<file path="config.mk">
export PLATFORM = sky130hd
export DESIGN_NAME = df_deadlock_watchdog_flat
export DESIGN_NICKNAME = d
export VERILOG_FILES = /design/src/rtl/df_debug_pkg.sv /design/src/rtl/df_deadlock_watchdog_if.sv /design/src/rtl/df_rr_arbiter.sv /design/src/rtl/df_deadlock_watchdog.sv /design/src/flat_wrapper.sv
export SDC_FILE = /design/constraint.sdc
export NUM_CORES = 1
export LEC_CHECK = 0
export ABC_AREA = 1
export CORE_MARGIN = 1
export CORE_UTILIZATION = 48
export CTS_CLUSTER_SIZE = 16
export DETAILED_ROUTE_END_ITERATION = 8
export PLACE_DENSITY = 0.81
export REMOVE_ABC_BUFFERS = 1
export SLEW_MARGIN = 5
export SYNTH_ARGS = -nofsm -noshare
export SYNTH_HDL_FRONTEND = slang
export SYNTH_SLANG_ARGS = --single-unit
</file>
<file path="constraint.sdc">
create_clock -name clk -period 3.8 [get_ports clk]
set_input_delay 0.38 -clock clk [delete_from_list [all_inputs] [get_ports clk]]
set_output_delay 0.38 -clock clk [all_outputs]
set_load 0.02 [all_outputs]
</file>
<file path="src/rtl/df_debug_pkg.sv">
// Shared definitions for the dataflow debug aggregators (watchdog FSM states, report record, widths).
// Latency: n/a (types, constants and one pure width function only).
// Backpressure: n/a.
package df_debug_pkg;

  // Watchdog report FSM: SCAN looks for an eligible monitor, REPORT holds one report on the channel.
  typedef enum logic {
    SCAN   = 1'b0,
    REPORT = 1'b1
  } wd_state_e;

  localparam int DEF_PERSIST = 16;

  // Widest index and snapshot a report record can carry (NUM_MON <= 16, SNAP_W <= 64).
  localparam int MAX_IDX_W  = 4;
  localparam int MAX_SNAP_W = 64;

  // One deadlock report: monitor index, cycle stamp at grant, captured snapshot.
  typedef struct packed {
    logic [MAX_IDX_W-1:0]  idx;
    logic [31:0]           ts;
    logic [MAX_SNAP_W-1:0] snap;
  } rpt_t;

  // Index width for n requesters, never below 1 bit.
  function automatic int IDX_W(input int n);
    return (n > 1) ? $clog2(n) : 1;
  endfunction

endpackage

</file>
<file path="src/rtl/df_deadlock_watchdog_if.sv">
// Report channel between the deadlock watchdog and its consumer (testbench or debug interrupt logic).
// Latency: n/a (signal bundle only).
// Backpressure: rpt_valid/rpt_ready; the master holds idx/time/snap stable while valid && !ready.
// Ports: master drives rpt_valid, rpt_idx, rpt_time, rpt_snap and receives rpt_ready; slave is the mirror.
interface df_deadlock_watchdog_if #(
  parameter int NUM_MON = 4,
  parameter int SNAP_W  = 20
);
  localparam int IW = df_debug_pkg::IDX_W(NUM_MON);

  logic              rpt_valid;
  logic              rpt_ready;
  logic [IW-1:0]     rpt_idx;
  logic [31:0]       rpt_time;
  logic [SNAP_W-1:0] rpt_snap;

  modport master (output rpt_valid, rpt_idx, rpt_time, rpt_snap, input rpt_ready);
  modport slave  (input rpt_valid, rpt_idx, rpt_time, rpt_snap, output rpt_ready);

endinterface

</file>
<file path="src/rtl/df_rr_arbiter.sv">
// Round-robin pick: first asserted request at or after ptr_i, wrapping at N.
// Latency: purely combinational, zero cycles.
// Backpressure: none; the caller decides when a grant is taken and advances ptr_i.
// Ports: req_i requests, ptr_i priority start, gnt_vld_o any grant, gnt_oh_o one-hot grant, gnt_idx_o its index.
module df_rr_arbiter
  import df_debug_pkg::*;
#(
  parameter  int N  = 4,
  localparam int IW = IDX_W(N)
) (
  input  logic [N-1:0]  req_i,
  input  logic [IW-1:0] ptr_i,
  output logic          gnt_vld_o,
  output logic [N-1:0]  gnt_oh_o,
  output logic [IW-1:0] gnt_idx_o
);

  logic [IW-1:0] cand;

  always_comb begin
    gnt_vld_o = 1'b0;
    gnt_oh_o  = '0;
    gnt_idx_o = '0;
    cand      = '0;
    for (int k = 0; k < N; k++) begin
      cand = IW'((int'(ptr_i) + k) % N);
      if (!gnt_vld_o && req_i[cand]) begin
        gnt_vld_o      = 1'b1;
        gnt_idx_o      = cand;
        gnt_oh_o[cand] = 1'b1;
      end
    end
  end

endmodule

</file>
<file path="src/rtl/df_deadlock_watchdog.sv">
// Reports each monitor whose block flag persists PERSIST cycles, once per episode, over one rr-arbitrated channel.
// Latency: grant at edge E0+PERSIST when block is first sampled high at E0 (FSM idle, no competitor).
// Backpressure: report held stable until rpt_valid && rpt_ready; >=1 idle cycle between reports; clear drops it.
// Ports: clk/rst (async active-high), enable_i, clear_i, mon_block_i, mon_snap_i, rpt (master), any_deadlock_o.
// Build option DF_DEADLOCK_SNAPSHOT_EN: latch the granted monitor's mon_snap slice into rpt_snap (else tied 0).
module df_deadlock_watchdog
  import df_debug_pkg::*;
#(
  parameter int NUM_MON = 4,
  parameter int PERSIST = DEF_PERSIST,
  parameter int SNAP_W  = 20
) (
  input  logic                      clk,
  input  logic                      rst,
  input  logic                      enable_i,
  input  logic                      clear_i,
  input  logic [NUM_MON-1:0]        mon_block_i,
  input  logic [NUM_MON*SNAP_W-1:0] mon_snap_i,
  df_deadlock_watchdog_if.master    rpt,
  output logic                      any_deadlock_o
);

  localparam int               IW       = IDX_W(NUM_MON);
  localparam int               CNT_W    = $clog2(PERSIST + 1);
  localparam logic [CNT_W-1:0] CNT_MAX  = CNT_W'(PERSIST);
  localparam logic [IW-1:0]    LAST_IDX = IW'(NUM_MON - 1);

  wd_state_e          state_q, state_d;
  logic [31:0]        cyc_q;
  logic [CNT_W-1:0]   cnt_q [NUM_MON];
  logic [NUM_MON-1:0] reported_q, reported_d, eligible;
  logic [IW-1:0]      rr_ptr_q, rr_ptr_d, idx_q;
  logic [31:0]        time_q;
  logic               gnt_vld, grant;
  logic [NUM_MON-1:0] gnt_oh;
  logic [IW-1:0]      gnt_idx;

  // Persistence counters: any gap (block low, enable low, clear) restarts the count.
  always_ff @(posedge clk or posedge rst) begin
    if (rst) begin
      for (int i = 0; i < NUM_MON; i++) cnt_q[i] <= '0;
    end else begin
      for (int i = 0; i < NUM_MON; i++) begin
        if (clear_i || !enable_i || !mon_block_i[i]) cnt_q[i] <= '0;
        else if (cnt_q[i] != CNT_MAX)                cnt_q[i] <= cnt_q[i] + 1'b1;
      end
    end
  end

  always_comb begin
    eligible = '0;
    for (int i = 0; i < NUM_MON; i++) eligible[i] = (cnt_q[i] == CNT_MAX) && !reported_q[i];
  end

  df_rr_arbiter #(.N(NUM_MON)) u_arb (
    .req_i     (eligible),
    .ptr_i     (rr_ptr_q),
    .gnt_vld_o (gnt_vld),
    .gnt_oh_o  (gnt_oh),
    .gnt_idx_o (gnt_idx)
  );

  // clear overrides both a grant and a handshake; rr_ptr only moves on a completed handshake.
  always_comb begin
    state_d  = state_q;
    grant    = 1'b0;
    rr_ptr_d = rr_ptr_q;
    if (clear_i) begin
      state_d = SCAN;
    end else begin
      case (state_q)
        SCAN: if (gnt_vld) begin
          state_d = REPORT;
          grant   = 1'b1;
        end
        REPORT: if (rpt.rpt_ready) begin
          state_d  = SCAN;
          rr_ptr_d = (idx_q == LAST_IDX) ? '0 : idx_q + 1'b1;
        end
        default: state_d = SCAN;
      endcase
    end
  end

  // A low block sample ends the episode even on the grant edge itself, so a re-rising
  // block always starts a fresh, reportable episode.
  assign reported_d = clear_i ? '0 : ((reported_q | (grant ? gnt_oh : '0)) & mon_block_i);

  always_ff @(posedge clk or posedge rst) begin
    if (rst) begin
      state_q    <= SCAN;
      cyc_q      <= '0;
      reported_q <= '0;
      rr_ptr_q   <= '0;
      idx_q      <= '0;
      time_q     <= '0;
    end else begin
      state_q    <= state_d;
      cyc_q      <= cyc_q + 32'd1;
      reported_q <= reported_d;
      rr_ptr_q   <= rr_ptr_d;
      if (grant) begin
        idx_q  <= gnt_idx;
        time_q <= cyc_q;
      end
    end
  end

`ifdef DF_DEADLOCK_SNAPSHOT_EN
  logic [SNAP_W-1:0] snap_q;
  always_ff @(posedge clk or posedge rst) begin
    if (rst)        snap_q <= '0;
    else if (grant) snap_q <= mon_snap_i[gnt_idx*SNAP_W +: SNAP_W];
  end
  assign rpt.rpt_snap = snap_q;
`else
  logic unused_snap;
  assign unused_snap  = ^mon_snap_i;
  assign rpt.rpt_snap = '0;
`endif

  assign rpt.rpt_valid   = (state_q == REPORT);
  assign rpt.rpt_idx     = idx_q;
  assign rpt.rpt_time    = time_q;
  assign any_deadlock_o  = |reported_q;

endmodule

</file>
<file path="src/flat_wrapper.sv">
// flat-port wrapper written by rule: the top's interface ports become plain ports
module df_deadlock_watchdog_flat import df_debug_pkg::*;
#(
  parameter int NUM_MON = 4,
  parameter int PERSIST = DEF_PERSIST,
  parameter int SNAP_W  = 20
)
  (clk, rst, enable_i, clear_i, mon_block_i, mon_snap_i, any_deadlock_o, rpt_rpt_valid, rpt_rpt_idx, rpt_rpt_time, rpt_rpt_snap, rpt_rpt_ready);
  df_deadlock_watchdog_if #(.NUM_MON(NUM_MON), .SNAP_W(SNAP_W)) rpt_i ();
  input  logic clk;
  input  logic rst;
  input  logic enable_i;
  input  logic clear_i;
  input  logic [NUM_MON-1:0] mon_block_i;
  input  logic [NUM_MON*SNAP_W-1:0] mon_snap_i;
  output logic any_deadlock_o;
  output wire logic [$bits(rpt_i.rpt_valid)-1:0] rpt_rpt_valid;
  output wire logic [$bits(rpt_i.rpt_idx)-1:0] rpt_rpt_idx;
  output wire logic [$bits(rpt_i.rpt_time)-1:0] rpt_rpt_time;
  output wire logic [$bits(rpt_i.rpt_snap)-1:0] rpt_rpt_snap;
  input wire logic [$bits(rpt_i.rpt_ready)-1:0] rpt_rpt_ready;
  assign rpt_rpt_valid = rpt_i.rpt_valid;
  assign rpt_rpt_idx = rpt_i.rpt_idx;
  assign rpt_rpt_time = rpt_i.rpt_time;
  assign rpt_rpt_snap = rpt_i.rpt_snap;
  assign rpt_i.rpt_ready = rpt_rpt_ready;
  df_deadlock_watchdog #(.NUM_MON(NUM_MON), .PERSIST(PERSIST), .SNAP_W(SNAP_W)) u_core (.clk(clk), .rst(rst), .enable_i(enable_i), .clear_i(clear_i), .mon_block_i(mon_block_i), .mon_snap_i(mon_snap_i), .rpt(rpt_i), .any_deadlock_o(any_deadlock_o));
endmodule
</file>
==> results by group <==
CTS
  • H-tree Lvls: 3
  • Cts repair resizes: 0
  • TritonCTS clock tree: yes
  • Post-CTS Setup Inserts: 0
  • Root buf cell: clkbuf_8
  • Hold buffer count at CTS: 0
  • CTS max path bufs: 2
  • Num CTS Buffers: 9
  • Sink Count: 93
  • Clk Latency, worst-skew pair: 0.37 ns
  • Clock transition at the registers of the reported paths: 0.09 ns

Floorplan
  • Chip height: 104 µm
  • I/O Pins: 145
  • Die Footprint: 10800 µm²
  • Site Rows: 36
  • Starting Density: 50.3%
  • Core Area: 9950 µm²
  • Die Span X: 104 µm

Worst hold path
  • Hold depth: 2
  • Hold path startpoint: u_core.rpt.rpt_time[1]$_DFFE_PP0P_
  • Class of the tightest hold or removal check: reg -> reg

Setup path
  • Worst path bufs/invs: 3
  • R2r setup slk: 0.92 ns
  • Highest net fanout along the worst path: 32
  • Top Family by Delay on Critical Path: simple AND/OR/NAND/NOR gates
  • CP Capture Type: flop
  • Crit path launch: u_core.rr_ptr_q[0]$_DFFE_PP0P_
  • Crit path cell chain: inv_4, ha_1, inv_1, nand3_1, nand2_1, nand2_4, nor2_4, nand2_4, nand2_4, buf_4, nand2_1, nand2_1
  • Worst setup path class: reg -> reg
  • CP Launch Type: flop
  • CP max-delay cell: dfrtp_1
  • Crit path arrival time: 3.19 ns
  • WP depth: 12
  • Worst-case reg-to-reg path depth: 12
  • RR Startpoint: u_core.rr_ptr_q[0]$_DFFE_PP0P_
  • CP max stage delay: 0.64 ns
  • WP data required: 4.11 ns

Power
  • Clock Power Share: 26.9%
  • Sequential power share: 38.5%
  • Sw power: 1.14 mW
  • Comb power frac: 34.6%
  • PwrDens: 514 nW/µm²
  • Leak: 2.73 nW
  • Internal: 1.79 mW
  • Sw Share: 38.9%
  • Worst vdd ir: 0.000241 V
  • Overall Power: 2.93 mW

Synthesis
  • Post-synthesis sequential area ratio: 46.5%
  • Distinct cell type count after synthesis: 36
  • Top post-synthesis cells by area: dfrtp_1, nand2_1, xor2_1
  • Syn avg cell area: 8.99 µm²
  • Asr flop ratio synth: 100%
  • Most common cell in the netlist: nand2_1
  • Post-synth EDFFs: 0
  • Largest area contributor in the netlist: dfrtp_1
  • Main flop type after synthesis: dfrtp_1
  • Seq cells post-synth: 93
  • Top-area cell type share of the netlist area: 46.5%
  • Synth Cell Area: 5010 µm²
  • Top post-synthesis cells by count: nand2_1, dfrtp_1, inv_1
  • Cells after Synth: 557
  • Syn. warnings: 0

Place
  • RD Place Congestion: 0.916
  • Post-DP HPWL: 7120 µm
  • Port bufs: 44
  • Place WS: 0.926 ns
  • Placed inst area: 5450 µm²

Detailed routing
  • Initial DRC count: 232
  • Via count: 3761
  • Final antenna-violating net count: 0
  • Via/cell ratio: 5.06
  • DRC viols: 0
  • Routed len/inst: 13.1 µm
  • DRT Pass-1 Iters: 4
  • Routed wire length: 9770 µm

Final layout
  • Layout area overhead: 13.7%
  • Final instance area: 5690 µm²
  • Ant diodes: 0
  • Proportion of layout cells with a drive suffix above 1: 13.8%
  • Layout net count: 712

Global routing
  • Largest net degree at the start of global routing: 58
  • First-pass GRT wire length: 17000 µm
  • GRT Total Usage: 19.2%
  • Grt total ovfl: 0
  • Vias in the first global route: 3809
  • Initial antenna violation count: 0

Timing
  • Max_slew headroom: 32.8%
  • Final hold viol count: 0
  • Post-Route Setup TNS: 0 ns
  • Slack of the critical path: 0.917 ns
  • Final period utilization: 75.9%
  • RSZ-0062 raised after global routing: no
  • Final clock skew: 0.00942 ns
  • Worst-Margin Slew: 1.01 ns
  • Setup violators final: 0
  • Slew Limit Fails: 0
  • Tmin final: 2.88 ns
  • Peak Freq: 347 MHz

Run status
  • Outcome: complete, no violations

Job
  • Max-cap violations: 0
## area by class of cell
cell class,instances,area (µm²)
Clock buffer,11,151
Timing Repair Buffer,46,468
Multi-Input combinational cell,386,2230
Clock inverter,5,88.8
Tap cell,133,166
Fill cell,865,4260
Inverter,69,263
Sequential cell,93,2330
## cell families after synthesis
kind of cell | synth area share, %
AO/OA/AOI/OAI | 7.09
XOR/XNOR | 5.94
adder cells (fa/ha/maj) | 4.50
buffers and inverters | 10.5
flip-flops | 46.5
other | 0.0749
AND/OR/NAND/NOR | 25.5
## power groups by stage
stage	sequential [mW]	combinational (mW)	clock [mW]
final	1.13	1.01	0.787
after CTS	1.13	1.02	0.804
after floorplan	1.18	0.683	0
after global routing	1.14	1.13	0.840
after detailed placement	1.14	1.02	0
after global placement	1.14	0.994	0
## sequential cells by signal, indices dropped and copies added, names as in the netlist
register              count
u_core.cnt_q             20
u_core.cyc_q             32
u_core.reported_q         4
u_core.rpt.rpt_idx        2
u_core.rpt.rpt_time      32
u_core.rpt.rpt_valid      1
u_core.rr_ptr_q           2
## cell usage in the layout (no fill, tap or decap), types with 2 or more instances in the layout
master,synthesis,routed
inv_2,2,2
or2_2,2,2
nand4_1,16,16
nor4_1,2,2
dfrtp_1,93,93
nand2_2,21,21
xor2_1,33,33
conb_1,1,20
nand2_1,115,115
nor3_2,3,3
nor2_2,6,6
nor3_4,2,2
nor2_1,28,28
ha_1,18,18
inv_1,65,64
nand3_2,2,2
nand2_4,4,4
nor3_1,10,10
nand3_1,47,47
o211ai_1,2,2
a21oi_1,13,13
bufinv_16,0,2
o21ai_0,15,15
o21ai_2,20,20
inv_6,0,2
o21ai_1,2,2
clkbuf_8,0,11
clkdlybuf4s50_1,0,44
## tightest hold or removal path, cell delays in order, from the launching register on
cell and delay (ns):
dfrtp_1 0.35, nand2_1 0.05, nand2_1 0.05
## layer usage
| metal | routed length (µm) | part of all wire, % | vias up | global-route usage (%) |
|---|---|---|---|---|
| met5 | 0 | 0 | - | 0 |
| met1 | 4280 | 44 | 1834 | 23.9 |
| met2 | 4940 | 51 | 76 | 33.9 |
| li1 | - | - | 1841 | - |
| met4 | 98 | 1.0 | 0 | 4.69 |
| met3 | 445 | 4.6 | 10 | 4.14 |
## through the flow
stage	instances	util, %	hold slack [ns]
floorplan	548	-	0.463
global placement	727	54.8	0.466
detailed placement	727	54.8	0.465
CTS	743	57.2	0.489
global route	743	57.2	0.511
finish	743	57.2	0.484
## final timing paths
kind,end
worst max register to register,u_core.rpt.rpt_time[2]$_DFFE_PP0P_
worst min-delay path,u_core.rpt.rpt_time[1]$_DFFE_PP0P_
worst max-delay path,u_core.rpt.rpt_time[2]$_DFFE_PP0P_
min in group asynchronous,u_core.rpt.rpt_time[28]$_DFFE_PP0P_
worst min register to register,u_core.rpt.rpt_time[1]$_DFFE_PP0P_
max in group asynchronous,u_core.rpt.rpt_time[6]$_DFFE_PP0P_
Power figures use the tool's default switching activity.
